**config.mk**
```make
export PLATFORM = sky130hd
export DESIGN_NAME = mult_div
export DESIGN_NICKNAME = d
export VERILOG_FILES = /design/src/rtl/mult_div.sv
export SDC_FILE = /design/constraint.sdc
export NUM_CORES = 1
export LEC_CHECK = 0
export BUFFER_PORTS_ARGS = -buffer_cell sky130_fd_sc_hd__buf_2
export CAP_MARGIN = 20
export CORE_MARGIN = 5
export CORE_UTILIZATION = 55
export DETAILED_ROUTE_END_ITERATION = 10
export GPL_TIMING_DRIVEN = 0
export PLACE_DENSITY = 0.75
export SKIP_LAST_GASP = 1
export SLEW_MARGIN = 20
export SYNTH_ARGS = -nofsm -noshare
export SYNTH_HDL_FRONTEND = slang
export SYNTH_SLANG_ARGS = --single-unit
```
**constraint.sdc**
```tcl
create_clock -name clock -period 4.8 [get_ports clock]
set_input_delay 0.48 -clock clock [delete_from_list [all_inputs] [get_ports clock]]
set_output_delay 0.48 -clock clock [all_outputs]
set_load 0.03 [all_outputs]
```
**src/rtl/mult_div.sv**
```systemverilog
// Sequential 32x32 multiply / divide unit producing HI/LO results.
// Works on operand magnitudes one bit per cycle, then fixes signs in a single cycle.
module mult_div (
  input  logic        clock,
  input  logic        reset,
  input  logic        start,
  input  logic [1:0]  mdop,
  input  logic [31:0] a,
  input  logic [31:0] b,
  output logic        busy,
  output logic        done,
  output logic        div_zero,
  output logic [31:0] hi,
  output logic [31:0] lo
);

  typedef enum logic [1:0] {
    IDLE = 2'd0,
    CALC = 2'd1,
    FIX  = 2'd2,
    DONE = 2'd3
  } state_t;

  state_t      state_r, state_next_s;
  logic [5:0]  cnt_r;
  logic        is_div_r, neg_q_r, neg_r_r, dz_r;
  logic [31:0] oper_r, work_hi_r, work_lo_r, hi_r, lo_r;
  logic        busy_r, done_r, div_zero_r;

  logic        sign_op_s, a_neg_s, b_neg_s, b_zero_s, accept_s;
  logic [31:0] mag_a_s, mag_b_s;
  logic [32:0] mul_sum_s, div_sh_s, div_diff_s;
  logic        div_ge_s;
  logic [31:0] step_hi_s, step_lo_s, fix_hi_s, fix_lo_s;
  logic [63:0] prod_neg_s;

  function automatic logic [31:0] neg32(input logic [31:0] v);
    return ~v + 32'd1;
  endfunction

  function automatic logic [63:0] neg64(input logic [63:0] v);
    return ~v + 64'd1;
  endfunction

  // Operand conditioning and start acceptance (a start is not taken while done is still showing).
  always_comb begin
    sign_op_s = ~mdop[0];
    a_neg_s   = sign_op_s & a[31];
    b_neg_s   = sign_op_s & b[31];
    mag_a_s   = a_neg_s ? neg32(a) : a;
    mag_b_s   = b_neg_s ? neg32(b) : b;
    b_zero_s  = (b == 32'd0);
    accept_s  = (state_r == IDLE) && start && !done_r;
  end

  // One shift-add or restoring shift-subtract iteration.
  always_comb begin
    mul_sum_s  = {1'b0, work_hi_r} + (work_lo_r[0] ? {1'b0, oper_r} : 33'd0);
    div_sh_s   = {work_hi_r, work_lo_r[31]};
    div_diff_s = div_sh_s - {1'b0, oper_r};
    // The shifted remainder is below twice the divisor, so bit 32 of the difference is the borrow.
    div_ge_s   = ~div_diff_s[32];
    if (is_div_r) begin
      step_hi_s = div_ge_s ? div_diff_s[31:0] : div_sh_s[31:0];
      step_lo_s = {work_lo_r[30:0], div_ge_s};
    end else begin
      step_hi_s = mul_sum_s[32:1];
      step_lo_s = {mul_sum_s[0], work_lo_r[31:1]};
    end
  end

  // Sign correction of the magnitude result.
  always_comb begin
    prod_neg_s = neg64({work_hi_r, work_lo_r});
    if (is_div_r) begin
      fix_lo_s = neg_q_r ? neg32(work_lo_r) : work_lo_r;
      fix_hi_s = neg_r_r ? neg32(work_hi_r) : work_hi_r;
    end else if (neg_q_r) begin
      fix_hi_s = prod_neg_s[63:32];
      fix_lo_s = prod_neg_s[31:0];
    end else begin
      fix_hi_s = work_hi_r;
      fix_lo_s = work_lo_r;
    end
  end

  // FSM state register.
  always_ff @(posedge clock) begin
    if (reset) begin
      state_r <= IDLE;
    end else begin
      state_r <= state_next_s;
    end
  end

  // FSM next-state logic.
  always_comb begin
    state_next_s = state_r;
    case (state_r)
      IDLE: begin
        if (accept_s) begin
          state_next_s = (mdop[1] && b_zero_s) ? DONE : CALC;
        end else begin
          state_next_s = IDLE;
        end
      end
      CALC: begin
        if (cnt_r == 6'd31) begin
          state_next_s = FIX;
        end else begin
          state_next_s = CALC;
        end
      end
      FIX:     state_next_s = DONE;
      DONE:    state_next_s = IDLE;
      default: state_next_s = IDLE;
    endcase
  end

  // Datapath, result registers and status outputs (outputs follow the state by one cycle).
  always_ff @(posedge clock) begin
    if (reset) begin
      cnt_r      <= 6'd0;
      is_div_r   <= 1'b0;
      neg_q_r    <= 1'b0;
      neg_r_r    <= 1'b0;
      dz_r       <= 1'b0;
      oper_r     <= 32'd0;
      work_hi_r  <= 32'd0;
      work_lo_r  <= 32'd0;
      hi_r       <= 32'd0;
      lo_r       <= 32'd0;
      busy_r     <= 1'b0;
      done_r     <= 1'b0;
      div_zero_r <= 1'b0;
    end else begin
      busy_r     <= (state_r == CALC) || (state_r == FIX);
      done_r     <= (state_r == DONE);
      div_zero_r <= (state_r == DONE) && dz_r;
      case (state_r)
        IDLE: begin
          if (accept_s) begin
            cnt_r     <= 6'd0;
            is_div_r  <= mdop[1];
            neg_q_r   <= a_neg_s ^ b_neg_s;
            neg_r_r   <= a_neg_s;
            dz_r      <= mdop[1] && b_zero_s;
            oper_r    <= mdop[1] ? mag_b_s : mag_a_s;
            work_hi_r <= 32'd0;
            work_lo_r <= mdop[1] ? mag_a_s : mag_b_s;
          end
        end
        CALC: begin
          work_hi_r <= step_hi_s;
          work_lo_r <= step_lo_s;
          cnt_r     <= cnt_r + 6'd1;
        end
        FIX: begin
          hi_r <= fix_hi_s;
          lo_r <= fix_lo_s;
        end
        default: begin
          cnt_r <= cnt_r;
        end
      endcase
    end
  end

  assign busy     = busy_r;
  assign done     = done_r;
  assign div_zero = div_zero_r;
  assign hi       = hi_r;
  assign lo       = lo_r;

endmodule

```
Word-level counts from Yosys, hierarchy flattened

Index checks and enable logic that the tools add are counted.

Add/subtract/negate cells: 8
Equality and inequality tests: 5
Muxes and demuxes: 24
Bitwise operators: 10
Reductions and logical operators: 11

Operators by type and width:

| kind                  | count |
|---|---|
| $mux 32               | 16 |
| $add 32x1->32 const B | 4 |
| $not 32->32           | 4 |
| $pmux 32 s2           | 2 |
| $add 64x1->64 const B | 1 |
| $not 64->64           | 1 |
| $add 32x32->33        | 1 |
| $sub 33x32->33        | 1 |
| $logic_not 32->1      | 1 |
| $pmux 6 s2            | 1 |
| $pmux 2 s4            | 1 |
| $add 6x1->6 const B   | 1 |
| $eq 6x5->1 const B    | 1 |
| $mux 2                | 3 |
| $mux 6                | 1 |
| $eq 2x2->1 const B    | 2 |
| $logic_and 1x1->1     | 4 |
| $reduce_and 2->1      | 2 |
| $and 1x1->1           | 2 |
| $eq 2x1->1 const B    | 1 |
| $logic_not 2->1       | 1 |
| $ne 2x2->1 const B    | 1 |
| $not 1->1             | 2 |
| $reduce_bool 2->1     | 1 |
| other kinds (3)       | 3 |

Bits in registers: 175
Bits of input ports: 69
Logic and storage cells: 72

Logic depth before layout (Yosys ltp)

Depth in word-level cells: 6
Mapped depth: 15
Depth with buffers taken out: 13

Worst setup path before layout

No wires, ideal clock.

Path kind: register -> register
From: register work_lo_r[0]
To: register work_hi_r[30]
Library setup time: 129 ps
Arrival time: 3393 ps
Required time: 4671 ps
Path slack: 1278 ps
Cell stages (with the launch flop): 15
Buffers on the path: 2
Clock period less this slack: 3522 ps
Path through: dfxtp_1 -> clkbuf_1 -> inv_1 -> clkbuf_1 -> nor2_1 -> ha_1 -> a21oi_1 -> o211ai_1 -> a2111oi_0 -> o31ai_1 -> o21ai_0 -> a21oi_1 -> a221oi_1 -> mux2i_1 -> o211ai_1

Word-level cells in the longest chain between the ends: 4

RTL lines:

| element                  | line | source |
|---|---|---|
| start: declaration       | 27   | `logic [31:0] oper_r, work_hi_r, work_lo_r, hi_r, lo_r;` |
| start signal: assignment | 150  | `work_lo_r <= mdop[1] ? mag_a_s : mag_b_s;` |
| start signal: assignment | 155  | `work_lo_r <= step_lo_s;` |
| $mux 32                  | 58   | `mul_sum_s = {1'b0, work_hi_r} + (work_lo_r[0] ? {1'b0, oper_r} : 33'd0);` |
| $add 32x32->33           | 58   |  |
| $mux 32                  | 63   | `if (is_div_r) begin` |
| $pmux 32 s2              | 140  | `case (state_r)` |
| end signal: assignment   | 154  | `work_hi_r <= step_hi_s;` |
| end: declaration         | 27   |  |

Every way passes these cells.
A chain may end at the register's enable or synchronous reset.

Final worst setup path

Same ends and word-level chain as after synthesis.

==> flow_summary.json <==
{
  "htree_levels": 4,
  "syn-instance-count": 1929,
  "highest_layer": "met4",
  "syn-num-nets": 2073,
  "post-place-ws_ps": -81.9,
  "clockRootBuffer": "clkbuf_16",
  "dp_hpwl_mm": 41.0,
  "start_kind": "register",
  "worst_pin_slew_ps": 1190,
  "via_per_inst": 6.29,
  "p_total_mw": 4.10,
  "cp.required_ps": 5120,
  "yosysWarningCount": 0,
  "p_leak_nw": 6.54,
  "arrival_ps": 4900,
  "gr-total-overflow": 0,
  "setup_tns_ps": 0,
  "clkSinkCount": 175,
  "critPathMaxStageDelay_ps": 700,
  "timing.slew.headroom_pct": 19.7,
  "ir_worst_vdd_mv": 0.261,
  "drive_gt1_share_pct": 11.0,
  "drt_first_pass_iters": 6,
  "drt-met1-wl_mm": 22.9,
  "final_core_utilization_pct": 62.3,
  "critPathKind": "register to register",
  "layout.cells.non_filler": 2430,
  "die_h_um": 172,
  "timing.final.crit_share_pct": 95.5,
  "design_area_um2": 16200,
  "min_path_type": "register to register",
  "wl_met3_mm": 5.11,
  "dieArea_um2": 29500,
  "rsz0062_at_grt": "false",
  "cp_max_fo": 10,
  "setup_ws_ps": 214,
  "slew_violations": 0,
  "grt_pass1_vias": 14080,
  "ios": 136,
  "syn_area_um2": 14400,
  "finalWirelength_mm": 51.6,
  "numCtsBuffers": 17,
  "synth_area_leader_cell": "dfxtp_1",
  "synth-seq-cells": 175,
  "ys.flop_type": "dfxtp_1",
  "antenna_left": 0,
  "yosysMostFrequentCell": "nor2_1",
  "clk_path_buf_depth": 2,
  "clk_pin_slew_ps": 80,
  "min_period_ps": 4590,
  "end_kind": "register",
  "antenna_found_initial": 0,
  "place_inst": 2399,
  "yosysTopAreaCellShare_pct": 24.3,
  "synthTopCellsByArea": "dfxtp_1 24%, nor2_1 6.6%, ha_1 6.3%",
  "ys_top_cells_by_count": "252 x nor2_1, 175 x dfxtp_1, 167 x nand2_1, 149 x a21oi_1, 121 x o21ai_0",
  "synth_edf_count": 0,
  "max_freq_mhz": 218,
  "crit_path_top_delay_cell": "dfxtp_1",
  "portBuffers": 135,
  "status": "finished, final reports clean",
  "cts_setup_buffers": 0,
  "gp_congestion": 1.08,
  "die_w_um": 172,
  "cts_hold_buffers": 0,
  "holdWs_ps": 453,
  "hold_viol": 0,
  "grt_max_degree": 23,
  "cap_violations": 0,
  "routed-wl-met2_mm": 22.4,
  "core-area_um2": 25900,
  "skew_ps": 19.9,
  "drt_iter0_markers": 1753,
  "place_area_um2": 15500,
  "setup_viol_count_final": 0,
  "yosys.cell_types.count": 81,
  "synthArstFlopShare_pct": 0,
  "pwr_density_cell_nw_per_um2": 254,
  "grt_pass1_wl_mm": 78.9,
  "seq_area_frac_synth_pct": 24.3,
  "syn_to_final_growth_pct": 12.1,
  "nets": 2226,
  "num_vias": 15295,
  "wl_per_cell_um": 21.2,
  "start_util_pct": 55.6,
  "clk_latency_ps": 450,
  "crit_chain": "inv_1 -> clkbuf_1 -> nor2_1 -> ha_1 -> a21oi_1 -> o211ai_1 -> a2111oi_2 -> o31ai_1 -> o21ai_0 -> a21oi_1 -> a221oi_1 -> mux2i_1 -> o211ai_1",
  "rows": 59,
  "syn_avg_cell_area_um2": 7.47,
  "grt_use_total_pct": 33.8,
  "cts_tree": "done",
  "drc": 0,
  "crit_buf_inv": 2,
  "n_antenna_cell": 0,
  "timing.critical_path.max_delay_family": "compound AO/OA/AOI/OAI gates"
}
power by group:
group	total, mW	switching, mW	internal, mW	leakage, nW
Clock	1.51	0.775	0.733	0.308
Sequential	1.57	0.0681	1.50	1.42
Combinational	1.02	0.656	0.364	4.80
sequential cells by signal (all words and copies together) (netlist names):
name,count
lo,32
work_lo_r,32
div_zero,1
done,1
oper_r,32
work_hi_r,32
cnt_r,6
dz_r,1
neg_q_r,1
hi,32
state_r,2
is_div_r,1
busy,1
neg_r_r,1
worst paths after layout:
| check | startpoint | endpoint | slack, ps | cells past startpoint |
|---|---|---|---|---|
| worst max-delay path | work_lo_r[0] | work_hi_r[30] | 210 | 13 |
| worst max register to register | work_lo_r[0] | work_hi_r[30] | 210 | 13 |
| worst min register to register | oper_r[23] | oper_r[23] | 450 | 2 |
| worst min-delay path | oper_r[23] | oper_r[23] | 450 | 2 |
cell type report:
cell class,count,area [um^2]
Timing Repair Buffer,135,676
Clock inverter,15,218
Buffer,118,504
Multi-Input combinational cell,1564,10100
Fill cell,2427,9760
Tap cell,335,419
Inverter,71,267
Sequential cell,175,3500
Clock buffer,17,425
layout by cell type, fill, tap and decap left out, types with 5 or more instances in the layout:
cell type,n
nand3b_1,6
and3_1,5
clkbuf_1,92
nand2_1,167
mux2i_1,84
o22ai_1,5
a31oi_1,25
o211ai_1,38
a22oi_1,21
or2_2,13
buf_1,14
nor2_1,252
nor3_1,49
xnor2_1,77
o21ai_0,121
nand2b_1,14
a211oi_1,82
o31ai_1,25
nor2b_1,17
clkbuf_16,17
ha_1,73
xor2_1,91
a21oi_1,149
inv_1,69
or3_1,28
a21o_1,22
nand3_1,26
clkinv_8,6
buf_2,136
and2_1,13
o21bai_1,6
o41ai_1,8
dfxtp_1,175
o21a_1,10
mux2_2,15
or4_1,8
a311oi_1,11
nand4_1,7
nor4_1,20
tightest hold or removal path, stage by stage, from the launching register on:
cell and delay, ps:
dfxtp_1 310, nand2_1 50, a21oi_1 50
per-layer routing:
layer	global-route usage [%]	vias up
met3	5.42	81
li1	-	7264
met1	49.5	7152
met2	51.9	798
met5	0	-
met4	9.13	0
logic make-up (layout without fill, tap and decap cells):
group           count (synthesis)  count (layout)  synth area share, %
buf+inv                       190             356                 5.37
compound gates                569             569                 25.3
xor+xnor                      168             168                 10.2
simple gates                  653             653                 21.1
flops                         175             175                 24.3
fa+ha+maj                      75              75                 6.62
mux                            99              99                 7.01
timing repair:
item | in CTS | in global routing
gates resized for setup | 1 | 0
pin swaps | 0 | 0
endpoints found under the hold margin | 0 | 0
endpoints found under the setup margin | 1 | 1
gates cloned | 0 | 0
Power figures use the tool's default switching activity.
